[src/rtl/uart_transmitter_pkg.sv]
// Shared helpers for the UART transmit path: counter width sizing.
package uart_transmitter_pkg;

   // Bits needed to hold the values 0..value-1 (minimum 1).
   function automatic int clogb2(input int value);
      int v;
      int w;
      v = value - 1;
      w = 0;
      while (v > 0) begin
         w++;
         v = v >> 1;
      end
      return (w == 0) ? 1 : w;
   endfunction

endpackage

[src/rtl/uart_baud_counter.sv]
// Bit-period timer: counts 0..BIT_CYCLES-1 while enabled, pulses bit_end_o on the last cycle.
// Combinational bit_end_o from the registered count; clear wins over enable.
module uart_baud_counter
   import uart_transmitter_pkg::*;
#(
   parameter int BIT_CYCLES = 125
) (
   input  logic clk_i,
   input  logic rst_n_i,
   input  logic clear_i,
   input  logic enable_i,
   output logic bit_end_o
);

   localparam int CW = clogb2(BIT_CYCLES);
   localparam logic [CW-1:0] LAST = CW'(BIT_CYCLES - 1);

   logic [CW-1:0] cnt_q, cnt_d;

   assign bit_end_o = enable_i && !clear_i && (cnt_q == LAST);

   always_comb begin
      cnt_d = cnt_q;
      if (clear_i) begin
         cnt_d = '0;
      end else if (enable_i) begin
         cnt_d = bit_end_o ? '0 : cnt_q + CW'(1);
      end
   end

   always_ff @(posedge clk_i or negedge rst_n_i) begin
      if (!rst_n_i) begin
         cnt_q <= '0;
      end else begin
         cnt_q <= cnt_d;
      end
   end

endmodule

[src/rtl/uart_transmitter.sv]
// UART TX (8N1, LSB first) with a one-byte holding register; start bit one cycle after accept.
// ready_o is low while the holding register is full; frames run back-to-back with no idle gap.
module uart_transmitter #(
   parameter int CLK_FREQ_HZ = 115200000,
   parameter int BAUDRATE    = 921600
) (
   input  logic       clk_i,
   input  logic       rst_n_i,
   input  logic [7:0] data_i,
   input  logic       data_valid_i,
   output logic       ready_o,
   output logic       txd_o,
   output logic       busy_o
);

   localparam int BIT_CYCLES = CLK_FREQ_HZ / BAUDRATE;

   if (BIT_CYCLES < 2) begin : g_bad_baud
      $error("uart_transmitter: CLK_FREQ_HZ / BAUDRATE must be at least 2");
   end

   typedef enum logic [1:0] {
      IDLE  = 2'd0,
      START = 2'd1,
      DATA  = 2'd2,
      STOP  = 2'd3
   } state_e;

   state_e     state_q, state_d;
   logic [7:0] hold_q, hold_d;
   logic [7:0] shift_q, shift_d;
   logic       hold_full_q, hold_full_d;
   logic [2:0] bit_cnt_q, bit_cnt_d;
   logic       txd_q, txd_d;
   logic       busy_q, busy_d;
   logic       bit_end;
   logic       take;

   uart_baud_counter #(
      .BIT_CYCLES(BIT_CYCLES)
   ) u_baud (
      .clk_i     (clk_i),
      .rst_n_i   (rst_n_i),
      .clear_i   (state_q == IDLE),
      .enable_i  (state_q != IDLE),
      .bit_end_o (bit_end)
   );

   always_comb begin
      state_d   = state_q;
      txd_d     = txd_q;
      shift_d   = shift_q;
      bit_cnt_d = bit_cnt_q;
      take      = 1'b0;
      case (state_q)
         IDLE: begin
            txd_d = 1'b1;
            take  = hold_full_q;
         end
         START: begin
            if (bit_end) begin
               state_d = DATA;
               txd_d   = shift_q[0];
            end
         end
         DATA: begin
            if (bit_end) begin
               if (bit_cnt_q == 3'd7) begin
                  state_d = STOP;
                  txd_d   = 1'b1;
               end else begin
                  shift_d   = {1'b0, shift_q[7:1]};
                  bit_cnt_d = bit_cnt_q + 3'd1;
                  txd_d     = shift_q[1];
               end
            end
         end
         STOP: begin
            if (bit_end) begin
               if (hold_full_q) begin
                  take = 1'b1;
               end else begin
                  state_d = IDLE;
                  txd_d   = 1'b1;
               end
            end
         end
         default: begin
            state_d = IDLE;
            txd_d   = 1'b1;
         end
      endcase

      // Shifter takes the held byte: enter START with the line driven low.
      if (take) begin
         state_d   = START;
         txd_d     = 1'b0;
         shift_d   = hold_q;
         bit_cnt_d = 3'd0;
      end

      hold_d      = hold_q;
      hold_full_d = hold_full_q;
      if (take) begin
         hold_full_d = 1'b0;
      end else if (data_valid_i && !hold_full_q) begin
         hold_full_d = 1'b1;
         hold_d      = data_i;
      end

      busy_d = (state_d != IDLE) || hold_full_d;
   end

   always_ff @(posedge clk_i or negedge rst_n_i) begin
      if (!rst_n_i) begin
         state_q     <= IDLE;
         hold_q      <= 8'h00;
         shift_q     <= 8'h00;
         hold_full_q <= 1'b0;
         bit_cnt_q   <= 3'd0;
         txd_q       <= 1'b1;
         busy_q      <= 1'b0;
      end else begin
         state_q     <= state_d;
         hold_q      <= hold_d;
         shift_q     <= shift_d;
         hold_full_q <= hold_full_d;
         bit_cnt_q   <= bit_cnt_d;
         txd_q       <= txd_d;
         busy_q      <= busy_d;
      end
   end

   assign ready_o = !hold_full_q;
   assign txd_o   = txd_q;
   assign busy_o  = busy_q;

endmodule

[config.mk]
export PLATFORM = sky130hd
export DESIGN_NAME = uart_transmitter
export DESIGN_NICKNAME = d
export VERILOG_FILES = /design/src/rtl/uart_transmitter_pkg.sv /design/src/rtl/uart_baud_counter.sv /design/src/rtl/uart_transmitter.sv
export SDC_FILE = /design/constraint.sdc
export NUM_CORES = 1
export LEC_CHECK = 0
export CAP_MARGIN = 20
export CORE_ASPECT_RATIO = 1.25
export CORE_MARGIN = 5
export CORE_UTILIZATION = 29
export DETAILED_ROUTE_END_ITERATION = 10
export SLEW_MARGIN = 0
export SYNTH_ARGS = -nofsm -noshare
export SYNTH_HDL_FRONTEND = slang
export SYNTH_SLANG_ARGS = --single-unit
export TNS_END_PERCENT = 10
[constraint.sdc]
create_clock -name clk_i -period 3.1 [get_ports clk_i]
set_input_delay 0.465 -clock clk_i [delete_from_list [all_inputs] [get_ports clk_i]]
set_output_delay 0.465 -clock clk_i [all_outputs]
set_load 0.03 [all_outputs]
==> flow_summary_export.csv <==
group,metric,value,unit
clock_tree,cts_resized,0,
final_layout,fill_cells,528,
setup_path,crit_start,"state_q[1]$_DFF_PN0_",
clock_tree,cts_tree,"built",
routing,vias,1041,
routing,drt-total-wl,2770,µm
grt,grt_start_max_net_pins,32,
yosys,ys_warn_count,0,
yosys,async_reset_ff_frac,1.00,
grt,track_usage,0.0856,
routing,wire_per_inst,12.6,µm
yosys,syn_avg_cell_area,12.0,µm²
clock_tree,insertion_delay,0.28,ns
yosys,synth_cells,136,
clock_tree,clock_path_buffers,2,
yosys,syn_nets,156,
die,io_pins,14,
timing,period_needed,2.18,ns
timing,setup_viol,0,
worst_hold_path,min_path_type,"flop to flop",
grt,use_met1,0.102,
routing,via_per_inst,4.75,
die,start_util,0.299,
place,port_buffers,13,
clock_tree,cts_root_buffer,"clkbuf_8",
grt,grt_pass1_wl,4980,µm
timing,tightest_slew,0.706,ns
grt,use_met3,0.0211,
setup_path,cpMostUsedCell,"mux2_2",
setup_path,critPathRequiredTime,3.27,ns
timing,fmax,0.459,GHz
die,die_w,77.0,µm
clock_tree,cts_made_buffers,5,
final_layout,fin_nets,174,
grt,antenna_found_initial,0,
routing,ant_nets,0,
setup_path,arrival,2.35,ns
grt,grt_pass1_vias,1095,
yosys,synth-seq-area-share,0.478,
timing,finalWorstSetupSlack,0.922,ns
routing,first_iter_violations,60,
grt,busiest_layer,"met2",
timing,rsz0062_at_grt,"false",
setup_path,crit_type,"flop to flop",
setup_path,critPathSlowestCell,"dfrtp_1",
clock_tree,cts.htree.levels,2,
place,gp_congestion,0.728,
setup_path,path_cells,"inv_1 > ha_1 > nand3b_1 > nor4_2 > buf_4 > mux2_2 > mux2_2",
timing,hold_viol,0,
grt,grt.met2_usage,0.142,
grt,overflow,0,
setup_path,reg2reg_from,"state_q[1]$_DFF_PN0_",
routing,drc,0,
timing,finClkSkew,0.00924,ns
setup_path,reg2reg_slack,0.92,ns
yosys,synth_edf_count,0,
routing,drt_pre_antenna_iters,4,
yosys,synth_cell_types,36,
power_and_ir_drop,leakage,0.000813,µW
final_layout,syn_to_final_growth,17.2,%
timing,min_period_over_period,0.703,
die,dieArea,7220,µm²
setup_path,worst_setup_path_end_kind,"flop",
place,hpwl,2000,µm
setup_path,max_stage_delay,0.46,ns
place,post-place-ws,0.921,ns
clock_tree,clk_pin_slew_worst_paths,0.07,ns
clock_tree,postCtsHoldBufs,0,
yosys,syn_area,1630,µm²
die,rows,30,
clock_tree,clkSinkCount,31,
run_status,status,"completed",
timing,slew_headroom,0.527,
setup_path,r2r-end,"shift_q[5]$_DFFE_PN0P_",
timing,slew_violations,0,
power_and_ir_drop,power_density,907,nW/µm²
setup_path,worstSetupEndpoint,"shift_q[5]$_DFFE_PN0P_",
yosys,dominantRegCellSynth,"dfrtp_1",
timing,setup-tns-final,0,ns
run,cap_violations,0,
die,die_y,93.7,µm
setup_path,rr_worst_depth,7,
clock_tree,cts_setup_buffers,0,
setup_path,crit_fanout,11,
yosys,synth_seq_cells,31,
setup_path,startpoint_type,"flop",
power_and_ir_drop,peakVddDrop,0.361,mV
die,core,5440,µm²
final_layout,drive_gt1_frac,0.252,
final_layout,antenna_cells,0,
cells by family (layout without fill, tap and decap cells):
logic type / Yosys count / after routing / share of synthesized area
AOI/OAI and AO/OA: 11 / 11 / 0.0623
xor gates and xnor gates: 6 / 6 / 0.0323
adders and majority gates: 9 / 9 / 0.0692
buffers and inverters: 12 / 31 / 0.0400
DFF: 31 / 31 / 0.478
muxes: 26 / 26 / 0.185
and+or+nand+nor: 41 / 41 / 0.134
metal layers:
metal  routed length, µm  share of wire
met5                   0              0
met4                  26         0.0094
met3                 109          0.039
met2                1420           0.51
met1                1210           0.44
cell usage after synthesis (2+ instances only):
cell type | number | area, µm²
a31oi_1 | 3 | 18.8
buf_6 | 2 | 22.5
dfrtp_1 | 30 | 751
ha_1 | 9 | 113
inv_1 | 7 | 26.3
mux2_2 | 20 | 225
mux2_4 | 3 | 45.0
mux2i_1 | 3 | 30.0
nand2_1 | 5 | 18.8
nand3_1 | 4 | 20.0
nor2_1 | 17 | 63.8
nor2b_1 | 3 | 18.8
nor3_1 | 2 | 10.0
nor4_1 | 2 | 12.5
xnor2_1 | 2 | 17.5
xor2_1 | 4 | 35.0
placed cells by master (no fill, tap or decap):
cell and instances:
a2111oi_0 1, a31o_2 1, a31oi_1 3, a41oi_4 1
and3_2 1, and3b_1 1, and4_1 1, buf_4 3
clkbuf_1 1, clkbuf_8 5, clkdlybuf4s50_1 13, clkinv_2 1
clkinvlp_4 1, dfrtp_1 30, dfstp_2 1, ha_1 9
inv_1 7, mux2_2 20, mux2_4 3, mux2i_1 3
nand2_1 5, nand2b_1 1, nand3_1 4, nand3b_1 1
nand4_1 1, nor2_1 17, nor2b_1 3, nor3_1 2
nor3_4 1, nor4_1 2, nor4_2 1, o2111ai_1 1
o21a_1 1, o21ai_0 1, o31ai_1 1, o32ai_1 1
xnor2_1 2, xor2_1 4
area by class of cell:
class / count / area, µm² / share of cell area
clock buffers: 6 / 72.6 / 0.0381
clock inverters: 2 / 12.5 / 0.00657
inverters: 7 / 26.3 / 0.0138
multi-input cells: 93 / 785 / 0.412
flip-flops and latches: 31 / 777 / 0.408
well taps: 64 / 80.1 / 0.0420
repair buffers: 16 / 153 / 0.0801
worst max-delay path, delay by kind of cell (launching register included):
kind / cells / cell delay, ns
adder cells (fa/ha/maj): 1 / 0.25
AND/OR/NAND/NOR: 2 / 0.40
multiplexers: 2 / 0.61
flip-flops: 1 / 0.46
buffers and inverters: 2 / 0.35
registers in the layout (all words and copies together), names as in the netlist:
register,count
u_baud.cnt_q,7
bit_cnt_q,3
hold_q,8
state_q,2
txd_o,1
busy_o,1
hold_full_q,1
shift_q,8
power breakdown:
group	switching [µW]	internal, µW
combinational	353	388
sequential	111	571
clock	148	157
worst min path at each step:
stage	slack, ns	end	depth (start not counted)	start
after CTS	0.51	hold_q[4]$_DFFE_PN0P_	1	hold_q[4]$_DFFE_PN0P_
final	0.50	hold_q[4]$_DFFE_PN0P_	1	hold_q[4]$_DFFE_PN0P_
after global routing	0.52	hold_q[4]$_DFFE_PN0P_	1	hold_q[4]$_DFFE_PN0P_
after detailed placement	0.50	hold_q[4]$_DFFE_PN0P_	1	hold_q[4]$_DFFE_PN0P_
after global placement	0.49	shift_q[2]$_DFFE_PN0P_	1	hold_q[2]$_DFFE_PN0P_
after floorplan	0.17	bit_cnt_q[0]$_DFFE_PN0P_	0	rst_n_i
metrics by stage:
step           power, µW  cell area, µm²  utilization  hold slack, ns  cells
2_1_floorplan       1280            1630            -           0.169    136
3_3_place_gp        1430            1820        0.334           0.488    211
3_5_place_dp        1440            1820        0.334           0.495    211
4_1_cts             1750            1910        0.350           0.510    219
5_1_grt             1880            1910        0.350           0.521    219
6_report            1730            1910        0.350           0.505    219
No activity file was read; power rests on OpenSTA's default activity.
